File: config.mk
export PLATFORM = sky130hd
export DESIGN_NAME = text_line_reader
export DESIGN_NICKNAME = d
export VERILOG_FILES = /design/src/rtl/text_line_reader_pkg.sv /design/src/rtl/text_line_reader_buffer.sv /design/src/rtl/text_line_reader.sv
export SDC_FILE = /design/constraint.sdc
export NUM_CORES = 2
export LEC_CHECK = 0
export BUFFER_PORTS_ARGS = -buffer_cell sky130_fd_sc_hd__buf_4
export CORE_ASPECT_RATIO = 0.6
export CORE_MARGIN = 2
export CORE_UTILIZATION = 39
export DETAILED_ROUTE_END_ITERATION = 10
export GPL_TIMING_DRIVEN = 0
export SLEW_MARGIN = 10
export SYNTH_ARGS = -nofsm -noshare
export SYNTH_HDL_FRONTEND = slang
export SYNTH_SLANG_ARGS = --single-unit
File: constraint.sdc
create_clock -name clk -period 32.7 [get_ports clk]
set_clock_uncertainty 0.05 [all_clocks]
set_input_delay 3.27 -clock clk [delete_from_list [all_inputs] [get_ports clk]]
set_output_delay 3.27 -clock clk [all_outputs]
set_load 0.005 [all_outputs]
File: src/rtl/text_line_reader_pkg.sv
// Shared text RAM / console definitions for the text read path.
package text_line_reader_pkg;

    localparam int unsigned TEXT_RAM_CHAR_WIDTH = 32;
    localparam int unsigned CONSOLE_COLUMNS     = 16;
    localparam int unsigned CONSOLE_LINES       = 30;
    localparam int unsigned TEXT_RAM_LINE_WIDTH = TEXT_RAM_CHAR_WIDTH * CONSOLE_COLUMNS;
    localparam logic [31:0] EMPTY_DATA          = 32'h0007fc20;

    typedef struct packed {
        logic                           write;
        logic [7:0]                     address;
        logic [TEXT_RAM_LINE_WIDTH-1:0] data;
    } TextRamRequest_t;

    typedef struct packed {
        logic [TEXT_RAM_LINE_WIDTH-1:0] data;
    } TextRamResult_t;

    typedef struct packed {
        logic [7:0] address;
    } TextRamReadRequest_t;

    localparam logic [1:0] F_IDLE  = 2'd0;
    localparam logic [1:0] F_WAIT  = 2'd1;
    localparam logic [1:0] F_LATCH = 2'd2;
    localparam logic [1:0] F_BLANK = 2'd3;

endpackage

File: src/rtl/text_line_reader_buffer.sv
// One line buffer: whole-line write (RAM data or blank fill), per-column read.
module text_line_buffer
    import text_line_reader_pkg::*;
#(
    parameter int unsigned COLUMNS = CONSOLE_COLUMNS,
    parameter int unsigned CHAR_W  = TEXT_RAM_CHAR_WIDTH
) (
    input  logic                      clk,
    input  logic                      rst,
    input  logic                      wr_en,
    input  logic                      wr_blank,
    input  logic [CHAR_W*COLUMNS-1:0] wr_line,
    input  logic [7:0]                wr_row,
    input  logic [7:0]                wr_cursor_row,
    input  logic [7:0]                wr_cursor_col,
    input  logic                      wr_cursor_en,
    input  logic                      clr,
    input  logic [7:0]                rd_col,
    output logic                      full,
    output logic [CHAR_W-1:0]         rd_cell,
    output logic [7:0]                row,
    output logic                      rd_cursor
);

    localparam logic [CHAR_W-1:0] BLANK_CELL = CHAR_W'(EMPTY_DATA);

    logic [CHAR_W*COLUMNS-1:0] line;
    logic [7:0]                cursor_row;
    logic [7:0]                cursor_col;
    logic                      cursor_en;

    // A clear and a set in the same cycle leave the buffer full (clear first).
    always_ff @(posedge clk or posedge rst) begin
        if (rst) begin
            full       <= 1'b0;
            line       <= '0;
            row        <= '0;
            cursor_row <= '0;
            cursor_col <= '0;
            cursor_en  <= 1'b0;
        end else begin
            if (clr)
                full <= 1'b0;
            if (wr_en) begin
                full       <= 1'b1;
                line       <= wr_blank ? {COLUMNS{BLANK_CELL}} : wr_line;
                row        <= wr_row;
                cursor_row <= wr_cursor_row;
                cursor_col <= wr_cursor_col;
                cursor_en  <= wr_cursor_en;
            end
        end
    end

    always_comb begin
        rd_cell = '0;
        for (int unsigned c = 0; c < COLUMNS; c++)
            if (rd_col == 8'(c))
                rd_cell = line[c*CHAR_W +: CHAR_W];
    end

    assign rd_cursor = cursor_en && (cursor_row == row) && (cursor_col == rd_col);

endmodule

File: src/rtl/text_line_reader.sv
// Fetches a text row into one of two line buffers and streams it cell by cell.
module text_line_reader
    import text_line_reader_pkg::*;
#(
    parameter int unsigned COLUMNS    = CONSOLE_COLUMNS,
    parameter int unsigned LINES      = CONSOLE_LINES,
    parameter int unsigned CHAR_W     = TEXT_RAM_CHAR_WIDTH,
    parameter int unsigned RD_LATENCY = 2
) (
    input  logic                      clk,
    input  logic                      rst,
    input  logic                      req_valid,
    input  logic [7:0]                req_row,
    output logic                      req_ready,
    output logic [7:0]                rd_address,
    input  logic [CHAR_W*COLUMNS-1:0] rd_data,
    input  logic [7:0]                cursor_row,
    input  logic [7:0]                cursor_col,
    input  logic                      cursor_en,
    output logic                      char_valid,
    input  logic                      char_ready,
    output logic [CHAR_W-1:0]         char_data,
    output logic [7:0]                char_col,
    output logic [7:0]                char_row,
    output logic                      char_last,
    output logic                      char_cursor
);

    localparam int unsigned CNT_W = (RD_LATENCY > 1) ? $clog2(RD_LATENCY) : 1;

    logic [1:0]          state;
    logic [CNT_W-1:0]    cnt;
    logic                fill_ptr;
    logic                drain_ptr;
    logic [7:0]          col;
    logic [7:0]          lat_row;
    logic [7:0]          lat_cursor_row;
    logic [7:0]          lat_cursor_col;
    logic                lat_cursor_en;
    TextRamReadRequest_t rd_req;

    logic                accept;
    logic                fill_done;
    logic                last_beat;
    logic [1:0]          full;
    logic [CHAR_W-1:0]   cell0, cell1;
    logic [7:0]          row0, row1;
    logic                cur0, cur1;

    assign req_ready  = (state == F_IDLE) && !full[fill_ptr];
    assign accept     = req_valid && req_ready;
    assign fill_done  = (state == F_LATCH) || (state == F_BLANK);
    assign last_beat  = char_valid && char_ready && char_last;
    assign rd_address = rd_req.address;

    always_ff @(posedge clk or posedge rst) begin
        if (rst) begin
            state          <= F_IDLE;
            cnt            <= '0;
            fill_ptr       <= 1'b0;
            lat_row        <= '0;
            lat_cursor_row <= '0;
            lat_cursor_col <= '0;
            lat_cursor_en  <= 1'b0;
            rd_req         <= '0;
        end else begin
            case (state)
                F_IDLE: if (accept) begin
                    lat_row        <= req_row;
                    lat_cursor_row <= cursor_row;
                    lat_cursor_col <= cursor_col;
                    lat_cursor_en  <= cursor_en;
                    if (32'(req_row) < LINES) begin
                        rd_req.address <= req_row;
                        cnt            <= CNT_W'(RD_LATENCY - 1);
                        state          <= F_WAIT;
                    end else begin
                        state <= F_BLANK;
                    end
                end
                F_WAIT: begin
                    if (cnt == '0)
                        state <= F_LATCH;
                    else
                        cnt <= cnt - 1'b1;
                end
                F_LATCH, F_BLANK: begin
                    fill_ptr <= ~fill_ptr;
                    state    <= F_IDLE;
                end
                default: state <= F_IDLE;
            endcase
        end
    end

    always_ff @(posedge clk or posedge rst) begin
        if (rst) begin
            col       <= '0;
            drain_ptr <= 1'b0;
        end else if (char_valid && char_ready) begin
            if (char_last) begin
                col       <= '0;
                drain_ptr <= ~drain_ptr;
            end else begin
                col <= col + 8'd1;
            end
        end
    end

    text_line_buffer #(.COLUMNS(COLUMNS), .CHAR_W(CHAR_W)) u_buf0 (
        .clk(clk), .rst(rst),
        .wr_en(fill_done && !fill_ptr), .wr_blank(state == F_BLANK), .wr_line(rd_data),
        .wr_row(lat_row), .wr_cursor_row(lat_cursor_row), .wr_cursor_col(lat_cursor_col),
        .wr_cursor_en(lat_cursor_en), .clr(last_beat && !drain_ptr), .rd_col(col),
        .full(full[0]), .rd_cell(cell0), .row(row0), .rd_cursor(cur0)
    );

    text_line_buffer #(.COLUMNS(COLUMNS), .CHAR_W(CHAR_W)) u_buf1 (
        .clk(clk), .rst(rst),
        .wr_en(fill_done && fill_ptr), .wr_blank(state == F_BLANK), .wr_line(rd_data),
        .wr_row(lat_row), .wr_cursor_row(lat_cursor_row), .wr_cursor_col(lat_cursor_col),
        .wr_cursor_en(lat_cursor_en), .clr(last_beat && drain_ptr), .rd_col(col),
        .full(full[1]), .rd_cell(cell1), .row(row1), .rd_cursor(cur1)
    );

    assign char_valid  = full[drain_ptr];
    assign char_data   = drain_ptr ? cell1 : cell0;
    assign char_row    = drain_ptr ? row1 : row0;
    assign char_cursor = drain_ptr ? cur1 : cur0;
    assign char_col    = col;
    assign char_last   = (col == 8'(COLUMNS - 1));

endmodule

## Yosys cells after proc, flatten, opt, wreduce, memory -nomap -nowiden

Index checks and enable logic that the tools add are counted.

- $lt $le $gt $ge: 3
- Muxes and demuxes: 53
- Bitwise gates (word level): 2
- Add/sub/neg operators: 2
- Equality and inequality tests: 25
- Reduce and logical (&&, ||, !) cells: 27

Operators with widths:

| kind | count |
|---|---|
| 32-bit two-way mux | 33 |
| 512-bit two-way mux | 1 |
| 8-bit by 4-bit == test with 1-bit output (second input constant) | 8 |
| 8-bit by 3-bit == test with 1-bit output (second input constant) | 4 |
| 8-bit == test | 4 |
| 8-bit by 2-bit == test with 1-bit output (second input constant) | 2 |
| 8-bit two-way mux | 2 |
| 1-bit logical AND | 12 |
| 1-bit two-way mux | 12 |
| 8-bit by 1-bit adder with 8-bit output (second input constant) | 1 |
| 8-bit by 1-bit == test with 1-bit output (second input constant) | 1 |
| 8-bit zero test | 1 |
| 8-bit by 5-bit less-than comparator with 1-bit output (second input constant) | 1 |
| 2-bit two-way mux | 3 |
| 2-bit case mux with 3 select lines | 1 |
| 2-bit AND reduction | 3 |
| 3-bit AND reduction | 2 |
| 2-bit nonzero test | 3 |
| 2-bit == test (second input constant) | 2 |
| 1-bit by 2-bit less-than comparator with 1-bit output (second input constant) | 2 |
| 2-bit != test (second input constant) | 2 |
| 1-bit zero test | 3 |
| 2-bit by 1-bit == test with 1-bit output (second input constant) | 1 |
| 2-bit zero test | 1 |
| other kinds (6) | 7 |

- Bits in registers: 1,122
- Input port bits: 541
- Output and inout port bits: 60
- Word-level logic and storage cells: 134

## Longest topological paths before layout

- Depth after elaboration: 18
- Gate-level depth with buffers: 13
- Mapped depth without buffers: 9

## By module

A second synthesis with hierarchy kept.

- Cells, all modules: 5,527
- Area total of the unflattened synthesis: 53,438.8 µm²

Modules (own cells, without submodules):

| module | times used | cells an instance | sequential area each (µm²) | area each (µm²) |
|---|---|---|---|---|
| text_line_buffer | 2 | 2,669 | 13,462.9 | 25,486.9 |
| text_line_reader | 1 | 189 | 1,151.1 | 2,464.9 |

## Worst setup path after synthesis

OpenSTA, ideal clock, no wires.

- Path kind: reg-to-output
- Start point: reg col[1], in the netlist char_col[1]
- End point: out char_data[20]
- Setup slack: 26.659 ns
- Stages on the path, launching flop included: 11
- Required time: 29.380 ns
- Path buffers: 3
- Data arrival time: 2.721 ns
- Cell sequence: dfrtp_1 > ha_1 > clkbuf_1 > or4bb_1 > nor2_2 > buf_2 > buf_2 > nor3_1 > nor4_1 > o2111ai_1 > a221oi_1

- Longest elaborated chain between the ends: 18
- Elaborated cells between the ends (all ways): 49
- Those cells by class: eq/ne (15); mux (33); reduce/logical (1)

RTL lines:

| what | line | text |
|---|---|---|
| from (decl) | text_line_reader.sv:35 | `logic [7:0] col;` |
| from (signal assigned) | text_line_reader.sv:105 | `col <= col + 8'd1;` |
| 8-bit zero test | text_line_reader_buffer.sv:58 | `if (rd_col == 8'(c))` |
| 32-bit two-way mux (16 in series) | text_line_reader_buffer.sv:58 |  |
| 32-bit two-way mux (*) | text_line_reader.sv:127 | `assign char_data = drain_ptr ? cell1 : cell0;` |
| to (decl) | text_line_reader.sv:22 | `output logic [CHAR_W-1:0] char_data,` |

Every way passes the cells marked *; elsewhere a longest branch is shown, timed or not.

## Worst setup path in the final report

- Start point: reg col[0], in the netlist char_col[0]
- End point: out char_data[28]

Same word-level chain as after synthesis.

==> impl_metrics.json <==
{
  "ctsHtreeMaxLevel": 3,
  "area_growth_pct": 22.6,
  "port-buffer-count": 600,
  "ys_types": 79,
  "drt_drc_violations_left": 0,
  "hold_violations": 0,
  "rsz0062_at_grt": "no",
  "cts.sinks": 1122,
  "cp_top_family": "buffers and inverters",
  "cp_data_required_time_ns": 29.38,
  "cts_tree": "yes",
  "drive_gt1_frac": 0.155,
  "dieWidth_um": 470,
  "critPathSlowestCell": "clkbuf_1",
  "clock.fmax_mhz": 87.4,
  "peakVddDrop_uv": 57.0,
  "synthCells": 5689,
  "p_total_mw": 7.95,
  "slew_viol_final": 1,
  "ys_warn_count": 0,
  "worstMarginPinSlew_ns": 1.50,
  "final_util": 0.482,
  "slowest_delay_ns": 1.05,
  "drt-total-wl_mm": 341,
  "routabilityCongestion": 1.12,
  "power_density_mw_per_mm2": 128,
  "first_iter_violations": 9435,
  "drt_pre_antenna_iters": 9,
  "synth_nets": 6234,
  "synth_edf_count": 0,
  "maxCapViolations": 4,
  "syn_avg_cell_area_um2": 8.91,
  "post-dp-hpwl_mm": 276,
  "root_buffer": "clkbuf_16",
  "path_cells": "ha_1 > nor2b_1 > clkbuf_1 > nand3_1 > inv_1 > clkbuf_1 > clkbuf_1 > nand2_1 > a21oi_1 > o21ai_0 > o21ai_0 > buf_4",
  "ys_ff_latch": 1122,
  "rows": 102,
  "ios": 601,
  "slew_headroom": -0.00593,
  "whs_ns": 0.427,
  "vias_per_cell": 6.56,
  "placed_area_mm2": 0.0582,
  "core_area_mm2": 0.129,
  "min_path_type": "flop to flop",
  "fin_crit_sh": 0.350,
  "arrival_ns": 8.12,
  "cts_buffers": 109,
  "cts_hold_buf": 0,
  "async_flop_share": 1.00,
  "grt_pass1_wl_mm": 446,
  "wire_per_inst_um": 41.1,
  "cp_max_fo": 10,
  "violations": "capacitance limit, slew limit",
  "netlist_area_mm2": 0.0507,
  "tns_ns": 0,
  "cts_resized": 0,
  "crit_path_end_kind": "primary output",
  "cp_common_cell": "clkbuf_1",
  "fin_area_mm2": 0.0622,
  "grt_max_degree": 41,
  "cts_max_path_buffers": 3,
  "outcome": "complete, but fails checks",
  "num_vias": 54400,
  "grt_usage": 0.498,
  "yosysSeqAreaShare": 0.554,
  "clkTransAtPathRegs_ns": 0.07,
  "nets": 6998,
  "fp.dieH_um": 283,
  "reg_top3": "u_buf0.line x512, u_buf1.line x512",
  "grt_overflow_total": 0,
  "synth_ff_type": "dfrtp_1",
  "setup_violations": 0,
  "crit_buf_inv": 5,
  "antenna_left": 0,
  "critPathLaunchType": "flop",
  "clk_latency_ns": 0.75,
  "initial_core_util": 0.393,
  "path_class": "flop to primary output",
  "layout_common_cells": "1493 x nand2_1, 1176 x o21ai_0, 1122 x dfrtp_1, 611 x buf_4, 418 x clkbuf_1",
  "leakage_nw": 28.9,
  "antenna_found_initial": 49,
  "period_minus_slack_ns": 11.44,
  "die_area_mm2": 0.133,
  "grt_pass1_vias": 49600,
  "post-cts-setup-buffers": 0,
  "final_common_cell": "nand2_1"
}
synthesized netlist by cell type, drive strengths merged, types with 20 or more instances:
cell type / number / share of area
nand2: 1493 / 0.11
nor3: 108 / 0.012
clkbuf: 403 / 0.030
nor2: 320 / 0.024
o221ai: 34 / 0.0059
a21oi: 138 / 0.014
buf: 75 / 0.0068
o21ai: 1189 / 0.12
o22ai: 91 / 0.011
dfrtp: 1122 / 0.55
a221oi: 113 / 0.020
o211ai: 39 / 0.0058
a221o: 30 / 0.0059
nand3: 51 / 0.0050
nand4: 20 / 0.0025
mux2: 90 / 0.020
a22oi: 67 / 0.0099
xnor2: 23 / 0.0040
routing by layer:
metal  up-vias  global-route usage  wire length, µm
met5         -              0.0174              715
met4        56               0.150            12800
met3       626               0.294            62500
met2      4378               0.597           120000
met1     27900               0.725           144000
li1      21400                   -                -
final cells by class:
cell class,instances,area [µm²]
Antenna cell,25,62.6
Buffer,478,1870
Clock buffer,150,3090
Clock inverter,56,729
Fill cell,12600,66800
Inverter,15,60.1
Multi-Input combinational cell,4074,20800
Sequential cell,1122,28100
Tap cell,1716,2150
Timing Repair Buffer,653,5350
cell families after synthesis:
family,share of synthesized area
AOI/OAI and AO/OA,0.216
xor gates and xnor gates,0.00674
adders and majority gates,0.000987
buffers and inverters,0.0377
DFF,0.554
muxes,0.0204
and+or+nand+nor,0.165
worst min-delay path: stages (launching register included):
cell	delay [ns]
dfrtp_1	0.34
nand2_1	0.04
o21ai_0	0.06
through the flow:
step / std cells / setup WS [ns]
floorplan: 5689 / 13.90
global placement: 8005 / 6.95
detailed placement: 8052 / 22.81
CTS: 8258 / 22.02
global route: 8265 / 21.87
finish: 8289 / 21.26
power by group:
part           switching (mW)  internal [mW]  total, mW
logic                    2.74          0.955       3.70
registers               0.785           2.07       2.86
clock network           0.628          0.764       1.39
final timing paths:
kind | from | endpoint | slack [ns] | cells past startpoint
setup / recovery | char_col[0] | char_data[28] | 21.26 | 12
hold / removal | u_buf0.line[88] | u_buf0.line[88] | 0.43 | 2
setup reg to reg | state[1] | u_buf0.line[136] | 27.80 | 9
hold reg to reg | u_buf0.line[88] | u_buf0.line[88] | 0.43 | 2
max in group asynchronous | rst | lat_row[7] | 28.03 | 8
min in group asynchronous | rst | u_buf1.line[166] | 2.54 | 2
No activity file was read; power rests on OpenSTA's default activity.
